[config.mk]
export PLATFORM = sky130hd
export DESIGN_NAME = fifo_reader
export DESIGN_NICKNAME = d
export VERILOG_FILES = /design/src/rtl/fifo_reader.sv
export SDC_FILE = /design/constraint.sdc
export NUM_CORES = 1
export LEC_CHECK = 0
export ABC_AREA = 1
export BUFFER_PORTS_ARGS = -buffer_cell sky130_fd_sc_hd__buf_2
export CAP_MARGIN = 20
export CORE_MARGIN = 2
export CORE_UTILIZATION = 49
export DETAILED_ROUTE_END_ITERATION = 8
export PLACE_DENSITY = 0.81
export SYNTH_ARGS = -nofsm -noshare
export SYNTH_HDL_FRONTEND = slang
export SYNTH_SLANG_ARGS = --single-unit
[constraint.sdc]
create_clock -name clk -period 3.1 [get_ports clk]
set_clock_uncertainty 0.15 [all_clocks]
set_input_delay 0.62 -clock clk [delete_from_list [all_inputs] [get_ports clk]]
set_output_delay 0.62 -clock clk [all_outputs]
set_load 0.02 [all_outputs]
[src/rtl/fifo_reader.sv]
// fifo_reader: read engine for a 4-deep FIFO presenting bytes on a valid/ready stream; define FIFO_READER_CNT_EN for the rd_count counter
module fifo_reader #(
  parameter int DATA_W    = 8,
  parameter int BUF_DEPTH = 2
) (
  input  logic              clk,
  input  logic              rstn,
  input  logic              en,
  input  logic              fifo_empty,
  input  logic [DATA_W-1:0] fifo_data,
  output logic              fifo_rd_en,
  output logic              out_valid,
  input  logic              out_ready,
  output logic [DATA_W-1:0] out_data,
  output logic              busy,
  output logic [15:0]       rd_count
);
  typedef enum logic [1:0] {IDLE, RUN, DRAIN} state_t;
  state_t            state;
  logic [1:0]        occ;
  logic              inflight;
  logic              pop;
  logic [DATA_W-1:0] hd;
  logic [DATA_W-1:0] tl;
  assign out_valid  = occ != 2'd0;
  assign pop        = out_valid && out_ready;
  assign out_data   = hd;
  assign busy       = state != IDLE;
  assign fifo_rd_en = state == RUN && en && !fifo_empty &&
                      ({1'b0, occ} + {2'b0, inflight} - {2'b0, pop}) < 3'(BUF_DEPTH);
  // control state: run while enabled, then drain outstanding bytes before idling
  always_ff @(posedge clk or negedge rstn)
    if (!rstn) state <= IDLE;
    else
      case (state)
        IDLE:    state <= en ? RUN : IDLE;
        RUN:     state <= en ? RUN : DRAIN;
        DRAIN:   state <= (occ == 2'd0 && !inflight) ? (en ? RUN : IDLE) : DRAIN;
        default: state <= IDLE;
      endcase
  // two-entry buffer: capture the byte returned one cycle after a read, shift on pop
  always_ff @(posedge clk or negedge rstn)
    if (!rstn) begin
      inflight <= 1'b0;
      occ      <= 2'd0;
      hd       <= '0;
      tl       <= '0;
    end else begin
      inflight <= fifo_rd_en;
      occ      <= 2'(occ + {1'b0, inflight} - {1'b0, pop});
      hd       <= (pop && occ == 2'd2) ? tl :
                  (inflight && (occ == 2'd0 || (pop && occ == 2'd1))) ? fifo_data : hd;
      tl       <= (inflight && ((occ == 2'd1 && !pop) || (occ == 2'd2 && pop))) ? fifo_data : tl;
    end
`ifdef FIFO_READER_CNT_EN
  // count delivered bytes, wrapping at 16 bits
  always_ff @(posedge clk or negedge rstn)
    if (!rstn) rd_count <= 16'd0;
    else if (pop) rd_count <= rd_count + 16'd1;
`else
  assign rd_count = 16'd0;
`endif
endmodule

Yosys cells after proc, flatten, opt, wreduce, memory -nomap -nowiden
Cells that the tools add are included.

word-level totals
  flip-flop bits (word level) = 21
  input bits = 13
  logic and storage cells = 40
  output and inout bits = 27

operators by class
  reduce and logical (&&, ||, !) cells = 20
  order comparisons = 1
  eq/ne operators = 4
  muxes and demuxes = 6
  $add $sub $neg = 4

operators with widths
  kind                                                                          count
  8-bit two-way mux                                                             2
  1-bit logical AND                                                             10
  2-bit case mux with 3 select lines                                            1
  2-bit nonzero test                                                            3
  2-bit by 1-bit equality test with 1-bit output, second input constant         2
  2-bit equality test, second input constant                                    2
  2-bit logical NOT                                                             2
  2-bit two-way mux                                                             2
  2-bit by 1-bit adder with 3-bit output                                        1
  1-bit logical NOT                                                             3
  3-bit by 2-bit less-than comparator with 1-bit output, second input constant  1
  3-bit by 1-bit subtractor with 3-bit output                                   1
  2-bit by 1-bit adder with 2-bit output                                        1
  1-bit logical OR                                                              2
  2-bit by 1-bit subtractor with 2-bit output                                   1
  1-bit two-way mux                                                             1

Logic depth before layout (Yosys ltp)
  depth in word-level cells = 7
  gate-level depth with buffers = 10
  mapped depth without buffers = 9

Least setup slack after synthesis
OpenSTA, ideal clock, no wires.

  path type = reg-to-output
  from = register occ[1]
  to = output fifo_rd_en
  slack = 0.117 ns
  arrival = 2.213 ns
  cell stages (with the launch flop) = 11
  path through = dfrtp_1 -> buf_4 -> nor2_1 -> nor2_1 -> ha_1 -> inv_1 -> ha_1 -> fa_1 -> inv_1 -> nand3b_1 -> nor3_2

between the ends
  word-level cells in the longest chain between the ends = 5
  elaborated cells on any way between the ends = 6

ends and longest elaborated chain
  what                                                                                            RTL line  RTL
  from (decl)                                                                                     20        logic [1:0] occ;
  from (signal assigned)                                                                          50        occ <= 2'(occ + {1'b0, inflight} - {1'b0, pop});
  parallel branches: the longest is 2 deep, another holds 2-bit by 1-bit adder with 3-bit output  -
  3-bit by 1-bit subtractor with 3-bit output (*)                                                 30        ({1'b0, occ} + {2'b0, inflight} - {2'b0, pop}) < 3'(BUF_DEPTH);
  3-bit by 2-bit less-than comparator with 1-bit output (*)                                       30
  1-bit logical AND (*)                                                                           29        assign fifo_rd_en = state == RUN && en && !fifo_empty &&
  to (decl)                                                                                       11        output logic fifo_rd_en,

Mark *: on every way between the ends.

Final worst setup path
  from = register occ[0]
  to = output fifo_rd_en

The elaborated chain is that of the path after synthesis.

==> results.md <==
- Status: finished with violations
- Failing checks: setup timing
- Post-synth EDFFs: 0
- Synth cell types: 23
- FF+latch count, synth: 21
- Placed Area: 1300 um2
- Synth Flop Type: dfrtp_1
- Multi-input logic area: 579 um2
- Fraction of layout cells with a size suffix above 1: 0.251
- Final setup TNS: -0.0516 ns
- Vias per cell: 4.95
- Setup WS pre-CTS: -0.00158 ns
- Worst Hold Slack: 0.106 ns
- Die ar.: 2920 um2
- Vias in the first global route: 928
- # nets final: 192
- Hold Path Class: in -> async
- Diode count: 0
- Clock latency on the worst-skew pair: 0.29 ns
- Register area share after synthesis: 0.429
- R2r endpoint: inflight
- Root buffer cell: clkbuf_4
- Mapped Area: 1230 um2
- CTS Buf Count: 3
- Max Root-Sink Buffers: 2
- Reg-to-Reg Start: occ[0]
- PwrDens: 851 nW/um2
- Final setup viols: 1
- Reg2reg path depth: 10
- Tot Pwr: 1.16 mW
- Routability cong.: 0.845
- Num ports: 40
- CP Data Arrival Time: 2.38 ns
- Drt wl/cell: 10.9 um
- Critical path capture point: fifo_rd_en
- Iter 0 DRT Violations: 17
- Initial cell density of the core: 0.504
- Req. time, crit path: 2.33 ns
- Clk network pwr share: 0.108
- Combinational Power Share: 0.498
- Startpoint Class: flop
- Crit path launch: occ[0]
- Clock edge transition at the registers on the reported setup and hold paths: 0.11 ns
- Hold buffer count at CTS: 0
- Post-synthesis mux area share: 0
- Area Overhead vs Synth: 10.7%
- Asr flop ratio synth: 1.00
- CTS tree: yes
- Global-route wire length before repair: 3840 um
- CP Max Fanout: 2
- Final wirelength: 2240 um
- CTS sink cnt: 21
- Simple-gate share of the synthesized area: 0.364
- H-tree Lvls: 1
- Register Area: 526 um2
- Max-slew violations: 0
- Initial antenna violation count: 0
- XOR/XNOR Fraction of Synth Area: 0.00714
- Layout Cells excl Fill: 205
- Final Instance Area: 1360 um2
- Unrepaired setup endpoints after global routing: true
- Adder-Cell Fraction of Synth Area: 0.0367
- Die width: 54.0 um
- Final hold viol count: 0
- Avg Inst Size Synth: 8.28 um2
- GRT Overall Usage: 0.180
- Gate Count Post-Synth: 148
- Core Util, Final: 0.558
- Main combinational cell family by area after synthesis: simple AND/OR/NAND/NOR gates
- Row Count: 18
- Setup CP Type: reg -> out
- Post-Place Cells: 198
- Post-route clock period utilization: 1.02
- Number of synthesis warnings: 0
- IO Port Bufs: 23
- Compound-Gate Fraction of Synth Area: 0.0112
- Crit end category: output port
- Die Y: 54.0 um
- Post-DRT Antenna Nets: 0
- Max Cap Viol: 0
- Leak: 0.785 nW
- Gr ovfl total: 0
- Fill cells: 228
- Via Count: 1,015
- Worst R2R Setup Slack: 0.85 ns
- Int Power: 646 uW
- Final setup margin: -0.0516 ns
- Reg power frac: 0.394
- Switching pwr: 509 uW
- F_max: 317 MHz
- Sw frac: 0.441
- Final Critical Period: 3.15 ns
- Max rail drop VDD: 0.484 mV
- Core ar.: 2430 um2
- Drt first pass iters: 4
- DR DRC count: 0
- Largest net degree at the start of global routing: 22
- DPL Wire Length: 1700 um
==> kinds of logic after synthesis <==
family | Yosys count
AOI/OAI and AO/OA | 2
xor gates and xnor gates | 1
adders and majority gates | 3
buffers and inverters | 29
DFF | 21
other | 1
and+or+nand+nor | 91
==> sequential cells by signal (all words and copies together) (netlist names) <==
signal    cells
occ           2
tl            8
out_data      8
state         2
inflight      1
==> area by class of cell <==
cell class,count,area share
multi-input combinational,113,0.427
sequential,21,0.387
timing repair buffer,28,0.114
tap,30,0.0276
inverter,9,0.0249
clock buffer,4,0.0194
==> cell usage after synthesis, types with 2 or more instances <==
cell type  number  share of area
dfrtp_1        21           0.43
inv_2           3         0.0092
nand2_1        53           0.16
nor2_1          4          0.012
ha_1            2          0.020
nand4_1         8          0.041
inv_1           6          0.018
nand2_4         2          0.018
buf_2           2         0.0082
buf_4          17           0.10
nand3_1        17          0.069
nand2_2         2          0.010
==> layout by cell type (no fill, tap or decap), drive strengths merged <==
cell type,n
o22ai,1
dfrtp,21
inv,9
nand3b,1
nand3,18
conb,16
nor2,5
buf,28
fa,1
clkbuf,4
nor3,1
a21boi,1
xnor2,1
nand4,9
ha,2
nand2,57
==> worst min path at each step <==
stage / startpoint / to / slack, ns / cells after the start
after floorplan: rstn / inflight / 0.17 / 0
after global placement: state[1] / state[0] / 0.31 / 1
after detailed placement: state[1] / state[0] / 0.32 / 1
after CTS: rstn / tl[2] / 0.12 / 1
after global routing: rstn / occ[0] / 0.14 / 1
final: rstn / tl[2] / 0.11 / 1
==> critical path, cell delays in order, from the launching register on <==
cell      delay (ns)
dfrtp_1         0.41
nor2_2          0.14
nor2_1          0.06
ha_1            0.26
inv_1           0.05
ha_2            0.17
fa_1            0.45
inv_1           0.08
nand3b_1        0.09
nor3_2          0.21
buf_4           0.17
==> per-layer routing <==
metal | routed length [um] | share of wire | track usage | vias up
met3 | 155 | 0.069 | 0.0278 | 4
met1 | 992 | 0.44 | 0.231 | 463
li1 | - | - | - | 498
met2 | 1080 | 0.48 | 0.303 | 50
met4 | 19 | 0.0085 | 0.0708 | 0
met5 | 0 | 0 | 0 | -
==> power by group through the flow <==
stage	clock [mW]	combinational (mW)	sequential, mW
finish	0.124	0.575	0.455
global route	0.138	0.656	0.469
CTS	0.131	0.561	0.454
detailed placement	0	0.540	0.462
global placement	0	0.516	0.457
floorplan	0	0.363	0.520
==> what timing repair did <==
item / in CTS / in global routing
setup endpoints to repair: 1 / 1
resized for setup: 3 / 0
buffers inserted: 1 / 2
pin swaps: 0 / 1
(Power assumes the default switching activity.)
